## src/rtl/pipe_ctrl.sv

```systemverilog
`default_nettype none
// ============================================================================
//  Module      : pipe_ctrl
//  Description : In-order pipeline controller: run/drain/halt sequencing,
//                hazard stall/flush generation, operand forwarding selects
//                and saturating performance counters.
//  Revision    : 1.0  initial release
// ============================================================================
module pipe_ctrl #(
  parameter int STAGES    = 5,
  parameter int BR_STAGE  = 3,
  parameter int REG_WIDTH = 4,
  parameter int CNT_WIDTH = 16
) (
  input  logic                 clk,
  input  logic                 rst,
  input  logic                 start,
  input  logic                 stop_dec,
  output logic                 halted,
  output logic                 im_req,
  input  logic                 im_ack,
  input  logic                 dm_req,
  input  logic                 dm_ack,
  input  logic [REG_WIDTH-1:0] rsD,
  input  logic [REG_WIDTH-1:0] rtD,
  input  logic [REG_WIDTH-1:0] rsE,
  input  logic [REG_WIDTH-1:0] rtE,
  input  logic [REG_WIDTH-1:0] WriteRegE,
  input  logic [REG_WIDTH-1:0] WriteRegM,
  input  logic [REG_WIDTH-1:0] WriteRegW,
  input  logic                 MemReadE,
  input  logic                 RegWriteM,
  input  logic                 RegWriteW,
  input  logic                 jump,
  input  logic                 branch_taken,
  output logic [STAGES-1:0]    stall,
  output logic [STAGES-1:0]    flush,
  output logic [1:0]           alu_src1,
  output logic [1:0]           alu_src2,
  output logic [CNT_WIDTH-1:0] cycle_cnt,
  output logic [CNT_WIDTH-1:0] stall_cnt
);

  typedef enum logic [1:0] {
    S_IDLE  = 2'd0,
    S_RUN   = 2'd1,
    S_DRAIN = 2'd2,
    S_HALT  = 2'd3
  } state_t;

  localparam int                c_DW         = $clog2(STAGES) + 1;
  localparam logic [c_DW-1:0]   c_DRAIN_LOAD = c_DW'(STAGES - 2);
  localparam logic [STAGES-1:0] c_BIT0       = STAGES'(1);
  localparam logic [STAGES-1:0] c_BIT1       = STAGES'(2);
  localparam logic [STAGES-1:0] c_BIT2       = STAGES'(4);
  localparam logic [STAGES-1:0] c_LOAD_STALL = STAGES'(3);
  // Registers 1..BR_STAGE hold wrong-path instructions after a taken branch.
  localparam logic [STAGES-1:0] c_BR_MASK    = STAGES'((1 << (BR_STAGE + 1)) - 2);

  if ((STAGES < 4) || (STAGES > 8) || (BR_STAGE < 2) || (BR_STAGE > STAGES - 2)) begin : g_param_check
    $error("pipe_ctrl: STAGES or BR_STAGE out of legal range");
  end

  state_t                 r_state;
  state_t                 w_next;
  logic [c_DW-1:0]        r_drain_cnt;
  logic [c_DW-1:0]        w_drain_next;
  logic                   r_halted;
  logic [CNT_WIDTH-1:0]   r_cycle_cnt;
  logic [CNT_WIDTH-1:0]   r_stall_cnt;

  logic                   w_dwait;
  logic                   w_load_use;
  logic                   w_im_req;
  logic                   w_active;
  logic                   w_start_acc;
  logic [STAGES-1:0]      w_hz_stall;
  logic [STAGES-1:0]      w_hz_flush;
  logic [STAGES-1:0]      w_stall;
  logic [STAGES-1:0]      w_flush;
  logic [1:0]             w_src1;
  logic [1:0]             w_src2;

  assign w_dwait     = dm_req & ~dm_ack;
  assign w_load_use  = MemReadE & ((WriteRegE == rsD) | (WriteRegE == rtD));
  assign w_im_req    = (r_state == S_RUN);
  assign w_active    = (r_state == S_RUN) | (r_state == S_DRAIN);
  assign w_start_acc = ((r_state == S_IDLE) | (r_state == S_HALT)) & start;

  always_comb begin
    w_hz_stall = '0;
    w_hz_flush = '0;
    if (branch_taken) begin
      w_hz_flush = c_BR_MASK;
    end else if (w_load_use) begin
      w_hz_stall = c_LOAD_STALL;
      w_hz_flush = c_BIT2;
    end else if (jump) begin
      w_hz_flush = c_BIT1;
    end else if (w_im_req & ~im_ack) begin
      w_hz_stall = c_BIT0;
      w_hz_flush = c_BIT1;
    end
  end

  always_comb begin
    w_stall = c_BIT0;
    w_flush = c_BIT1;
    case (r_state)
      S_RUN: begin
        if (w_dwait) begin
          w_stall = '1;
          w_flush = '0;
        end else begin
          w_stall = w_hz_stall;
          w_flush = w_hz_flush;
        end
      end
      S_DRAIN: begin
        // Fetch is shut off, so IF/ID is always bubbled while older work retires.
        if (w_dwait) begin
          w_stall = '1;
          w_flush = '0;
        end else begin
          w_stall = (w_hz_stall | c_BIT0) & ~c_BIT1;
          w_flush = w_hz_flush | c_BIT1;
        end
      end
      default: begin
        w_stall = c_BIT0;
        w_flush = c_BIT1;
      end
    endcase
  end

  always_comb begin
    w_next       = r_state;
    w_drain_next = r_drain_cnt;
    case (r_state)
      S_IDLE, S_HALT: begin
        if (start) w_next = S_RUN;
      end
      S_RUN: begin
        if (stop_dec & ~branch_taken & ~w_dwait) begin
          w_next       = S_DRAIN;
          w_drain_next = c_DRAIN_LOAD;
        end
      end
      S_DRAIN: begin
        if (!w_dwait) begin
          if (r_drain_cnt <= c_DW'(1)) begin
            w_next       = S_HALT;
            w_drain_next = '0;
          end else begin
            w_drain_next = r_drain_cnt - c_DW'(1);
          end
        end
      end
      default: w_next = S_IDLE;
    endcase
  end

  always_ff @(posedge clk or negedge rst) begin
    if (!rst) begin
      r_state     <= S_IDLE;
      r_drain_cnt <= '0;
      r_halted    <= 1'b0;
    end else begin
      r_state     <= w_next;
      r_drain_cnt <= w_drain_next;
      r_halted    <= (w_next == S_HALT);
    end
  end

  always_ff @(posedge clk or negedge rst) begin
    if (!rst) begin
      r_cycle_cnt <= '0;
      r_stall_cnt <= '0;
    end else if (w_start_acc) begin
      r_cycle_cnt <= '0;
      r_stall_cnt <= '0;
    end else if (w_active) begin
      if (r_cycle_cnt != '1) r_cycle_cnt <= r_cycle_cnt + 1'b1;
      if (w_stall[0] && (r_stall_cnt != '1)) r_stall_cnt <= r_stall_cnt + 1'b1;
    end
  end

  // Forwarding selects are held at register-file source while in reset.
  always_comb begin
    w_src1 = 2'b00;
    w_src2 = 2'b00;
    if (rst) begin
      if (RegWriteM && (WriteRegM == rsE))      w_src1 = 2'b01;
      else if (RegWriteW && (WriteRegW == rsE)) w_src1 = 2'b10;
      if (RegWriteM && (WriteRegM == rtE))      w_src2 = 2'b01;
      else if (RegWriteW && (WriteRegW == rtE)) w_src2 = 2'b10;
    end
  end

  assign stall     = w_stall;
  assign flush     = w_flush;
  assign im_req    = w_im_req;
  assign halted    = r_halted;
  assign alu_src1  = w_src1;
  assign alu_src2  = w_src2;
  assign cycle_cnt = r_cycle_cnt;
  assign stall_cnt = r_stall_cnt;

endmodule
`default_nettype wire

```

## config.mk

```make
export PLATFORM = sky130hd
export DESIGN_NAME = pipe_ctrl
export DESIGN_NICKNAME = d
export VERILOG_FILES = /design/src/rtl/pipe_ctrl.sv
export SDC_FILE = /design/constraint.sdc
export NUM_CORES = 1
export LEC_CHECK = 0
export ABC_AREA = 1
export CAP_MARGIN = 20
export CORE_ASPECT_RATIO = 1.4
export CORE_MARGIN = 2
export CORE_UTILIZATION = 40
export DETAILED_ROUTE_END_ITERATION = 10
export PLACE_DENSITY = 0.69
export RECOVER_POWER = 50
export SLEW_MARGIN = 20
export SYNTH_ARGS = -nofsm -noshare
export SYNTH_HDL_FRONTEND = slang
export SYNTH_SLANG_ARGS = --single-unit
```

## constraint.sdc

```tcl
create_clock -name clk -period 4.1 [get_ports clk]
set_input_delay 0.82 -clock clk [delete_from_list [all_inputs] [get_ports clk]]
set_output_delay 0.82 -clock clk [all_outputs]
set_load 0.1 [all_outputs]
```

* Yosys cells after proc, flatten, opt, wreduce, memory -nomap -nowiden
Index checks and enable logic that the tools add are counted.
** Word-level totals
- Register bits :: 39
- Memory bits (read-only) :: 0
- Output and inout port bits :: 48
- Memory bits (writable) :: 0
- Memories kept :: 0
- Input bits :: 40
- Bits in latches :: 0
- Word-level logic and storage cells :: 85
** Cells by class
- Shifts and indexed selects :: 0
- $add $sub $neg :: 3
- Reduce and logical (&&, ||, !) cells :: 14
- Bitwise gates (word level) :: 13
- Order comparisons :: 1
- Multiplexer cells :: 35
- Equal/unequal tests :: 14
- Multipliers :: 0
- Div/mod/pow operators :: 0
** Operators by type and width (number)
- two-way mux 16 bit :: 6
- two-way mux 5 bit :: 7
- adder 16 x 1 -> 16 bit (second input constant) :: 2
- inequality test 16 bit (second input constant) :: 2
- equality test 4 bit :: 6
- two-way mux 2 bit :: 12
- case mux 5 bit (2 select lines) :: 2
- two-way mux 4 bit :: 3
- case mux 4 bit (2 select lines) :: 1
- nonzero test 2 bit :: 4
- bitwise AND 1 bit :: 6
- equality test 2 bit (second input constant) :: 3
- case mux 2 bit (3 select lines) :: 1
- logical AND 1 bit :: 5
- less-or-equal comparator 4 x 1 -> 1 bit (second input constant) :: 1
- inverter 1 bit :: 4
- AND reduction 2 bit :: 2
- subtractor 4 x 1 -> 4 bit (second input constant) :: 1
- two-way mux 3 bit :: 1
- bitwise OR 1 bit :: 3
- AND reduction 3 bit :: 1
- equality test 2 x 1 -> 1 bit (second input constant) :: 1
- logical NOT 2 bit :: 1
- two-way mux 1 bit :: 2
- other kinds (3) :: 3

* Logic depth before layout (Yosys ltp)
- Depth after elaboration :: 12
- Gate-level depth with buffers :: 14
- Mapped depth without buffers :: 13

* Worst setup path before layout
Ideal clock, no wire load.
- Kind :: input to output
- Start :: in rtE[1]
- End :: out alu_src2[0]
- Stages on the path :: 4
- Path buffers :: 0
- Arrival time :: 4.049 ns
- Data required time :: 3.280 ns
- Setup slack :: -0.769 ns
- Path through :: inv_1 a221oi_1 nand2_1 nor4_1
** Between the ends
- Longest elaborated chain between the ends :: 4
** RTL lines
- from (decl) :: line 27 : input logic [REG_WIDTH-1:0] rtE,
- equality test 4 bit :: line 195 : if (RegWriteM && (WriteRegM == rtE)) w_src2 = 2'b01;
- logical AND 1 bit :: line 195
- two-way mux 2 bit :: line 195
- two-way mux 2 bit :: line 192 : if (rst) begin
- to (decl) :: line 39 : output logic [1:0] alu_src2,
Every way passes these cells.

* Worst setup path in the final report
- Start :: in WriteRegE[2]
- End :: out flush[1]
** Between the ends
- Longest elaborated chain between the ends :: 7
- Elaborated cells between the ends (all ways) :: 8
- Classes of those cells :: eq/ne: 2; mux: 4; bitwise: 2
** RTL lines
- from (decl) :: line 28 : input logic [REG_WIDTH-1:0] WriteRegE,
- equality test 4 bit :: line 85 : assign w_load_use = MemReadE & ((WriteRegE == rsD) | (WriteRegE == rtD));
- bitwise OR 1 bit (*) :: line 85
- bitwise AND 1 bit (*) :: line 85
- two-way mux 3 bit (*) :: line 95 : end else if (w_load_use) begin
- two-way mux 5 bit (*) :: line 93 : if (branch_taken) begin
- two-way mux 5 bit (*) :: line 111 : if (w_dwait) begin
- case mux 5 bit (2 select lines) (*) :: line 109 : case (r_state)
- to (decl) :: line 37 : output logic [STAGES-1:0] flush,
Mark *: on every way between the ends. The rest lies on a longest branch, timed or not.

==> metrics.md <==
| Metric | Value |
|---|---|
| Maximum vdd ir drop | 671.6 uV |
| Leak Pwr | 1.863 nW |
| Commonest non-fill, non-tap cell in the layout | nand2_1 |
| CP peak stage delay | 0.50 ns |
| Worst slack at placement | 0.9570 ns |
| Status | finished, final reports clean |
| CP max-delay cell | clkdlybuf4s50_1 |
| Post-synthesis sequential area ratio | 0.3205 |
| Post-synth top flop | dfrtp_1 |
| Layout cells sized above 1 | 0.08092 |
| Max-cap viol count | 0 |
| CTS tree | yes |
| Area growth syn-to-layout | 30.98% |
| Initial antenna violation count | 0 |
| Power per cell area | 588.4 mW/mm^2 |
| Placed cells | 608 |
| CTS root buffer | clkbuf_8 |
| Fin crit share | 0.7656 |
| CTS buffer count | 5 |
| Layout net count | 564 |
| First-pass GRT wire length | 13.60 mm |
| Syn avg cell area | 6.969 um^2 |
| Mapped cell area | 0.003045 mm^2 |
| Async set or reset register ratio after synthesis | 1.000 |
| Warning count from the yosys run | 0 |
| # IOs | 88 |
| GRT overflow | 0 |
| Worst-path fanout max | 4 |
| Fmax | 318.6 MHz |
| Number of global-route vias before repair | 3088 |
| Sink Count | 39 |
| Initial Util | 0.4137 |
| Synth Register Bits | 39 |
| Ant. Diodes | 0 |
| Critical path startpoint category | input pin |
| Die height | 107.2 um |
| GRT Util Overall | 0.1993 |
| Share of the synthesized area in the top cell type | 0.3205 |
| Rows | 37 |
| Post-route insts no fill | 616 |
| DR iter-0 viols | 144 |
| Die Area | 0.008337 mm^2 |
| Unique masters post-synth | 44 |
| Worst hold path class | in2async |
| Cell mode on critical path | nand2_1 |
| Largest net degree at the start of global routing | 39 |
| Port buffer count | 85 |
| Die width | 77.75 um |
| ANT nets after route | 0 |
| Postcts setup bufs | 0 |
| Post-synth EDFFs | 0 |
| Biggest area consumer among synthesized cells | dfrtp_1 |
| CTS resizes | 0 |
| Final Max Tran Viols | 0 |
| Slew at the pin with the worst max-slew slack | 1.331 ns |
| Hold Vio Cnt, Final | 0 |
| DR WL/cell | 13.03 um |
| RSZ-0062 raised after global routing | false |
| CTS clock-pin slew for the worst setup and hold paths | 0.08 ns |
| Maximum buffer depth of the clock tree | 2 |
| Final worst slack | 0.9612 ns |
| Top cells by area, synth | dfrtp_1 (32%), nand2_1 (13%), inv_1 (8.0%) |
| Worst Path Required | 3.28 ns |
| Drt total wl | 8.025 mm |
| Drt via density | 5.109 |
| Placer Congestion | 0.8744 |
| H-tree depth | 2 |
| Most frequent cells in the layout | nand2_1 (106), clkdlybuf4s50_1 (70), inv_1 (65) |
| Post-CTS Hold Buffers | 0 |
| CP endpoint kind | primary output |
| Min Clock Period, post-route | 3.139 ns |
| Clk_lat worst skew | 0.29 ns |
| Crit path DAT | 2.32 ns |
| Core ar. | 0.007361 mm^2 |
| WS Path Type | in2out |
| Clock Skew | 0.01132 ns |
| Post-detail-place hpwl | 6.080 mm |
| DRC Markers | 0 |
| Fin Setup TNS | 0 ns |
| Vias | 3147 |
| TritonRoute pass-1 iters | 4 |
| Cells after synthesis | 437 |
| Relative slew slack | 0.1123 |
| Crit path cell chain | clkdlybuf4s50_1 -> inv_1 -> nand2_1 -> nand2_1 -> nor2_1 -> nand2_1 -> nand2_1 -> nand2_1 -> o21ai_0 -> nand3_1 -> nand2_1 -> nand2_1 -> buf_4 |
| Final setup vio count | 0 |
cell usage after synthesis, types with 3 or more instances:
master and n:
nand2_1 106, inv_1 65, dfrtp_1 39, nor2_1 35, nand3_1 33, nand4_1 23, o21ai_0 19, nor3_1 11
xnor2_1 10, xor2_1 10, a21oi_1 8, ha_1 6, o21ai_2 6, o22ai_1 6, buf_4 5, buf_6 4
clkbuf_1 4, a211oi_1 3, nand2_2 3, nand3_2 3, nor4_1 3, o31ai_1 3
worst paths after layout:
check / startpoint / endpoint / slack (ns) / cells past startpoint
setup / recovery: WriteRegE[2] / flush[1] / 0.96 / 13
min in group clk: stall_cnt[9] / stall_cnt[9] / 0.55 / 2
hold / removal: rst / stall_cnt[6] / 0.52 / 1
setup reg to reg: cycle_cnt[0] / cycle_cnt[14] / 1.53 / 8
max in group asynchronous: rst / r_drain_cnt[2] / 1.93 / 2
hold reg to reg: stall_cnt[9] / stall_cnt[9] / 0.55 / 2
logic make-up after synthesis:
| logic type | Yosys count | share of synthesized area |
|---|---|---|
| fa+ha+maj | 6 | 0.02465 |
| simple gates | 228 | 0.3480 |
| compound gates | 59 | 0.1274 |
| buf+inv | 84 | 0.1208 |
| other cells | 1 | 0.001231 |
| flops | 39 | 0.3205 |
| xor+xnor | 20 | 0.05752 |
cell type report:
class                      count  area [um^2]
fill                         708         3372
clock inverter                 2        12.51
timing repair buffer          89        849.6
tap                           97        121.4
sequential                    39        975.9
clock buffer                   6        72.57
multi-input combinational    315         1700
inverter                      68        256.5
flip-flops by register name, summed over array words and instances (netlist names):
register	flops
cycle_cnt	16
halted	1
r_drain_cnt	4
r_state	2
stall_cnt	16
worst max-delay path: cells and delay by family:
| kind | cells | cell delay, ns |
|---|---|---|
| simple gates | 9 | 0.60 |
| buf+inv | 3 | 0.80 |
| compound gates | 1 | 0.09 |
routing by layer:
layer / GRT usage / wire (um) / up-vias
met3: 0.03620 / 469 / 5
met2: 0.3713 / 4192 / 93
li1: - / - / 1600
met4: 0.06122 / 69 / 0
met1: 0.2274 / 3293 / 1449
met5: 0 / 0 / -
where the power goes:
| part | switching (mW) | total [mW] | internal [mW] |
|---|---|---|---|
| logic | 1.20 | 1.57 | 0.364 |
| registers | 0.0780 | 0.525 | 0.447 |
| clock network | 0.136 | 0.255 | 0.119 |
metrics by stage:
step	area (um^2)	hold slack, ns	utilization	total power, mW
final	3989	0.5196	0.5419	2.347
after global routing	3989	0.5458	0.5419	2.487
after CTS	4019	0.3836	0.5460	2.391
after detailed placement	3934	0.5259	0.5344	2.127
after global placement	3934	0.5099	0.5344	2.114
after floorplan	3064	0.4894	-	1.788
Power figures use the tool's default switching activity.
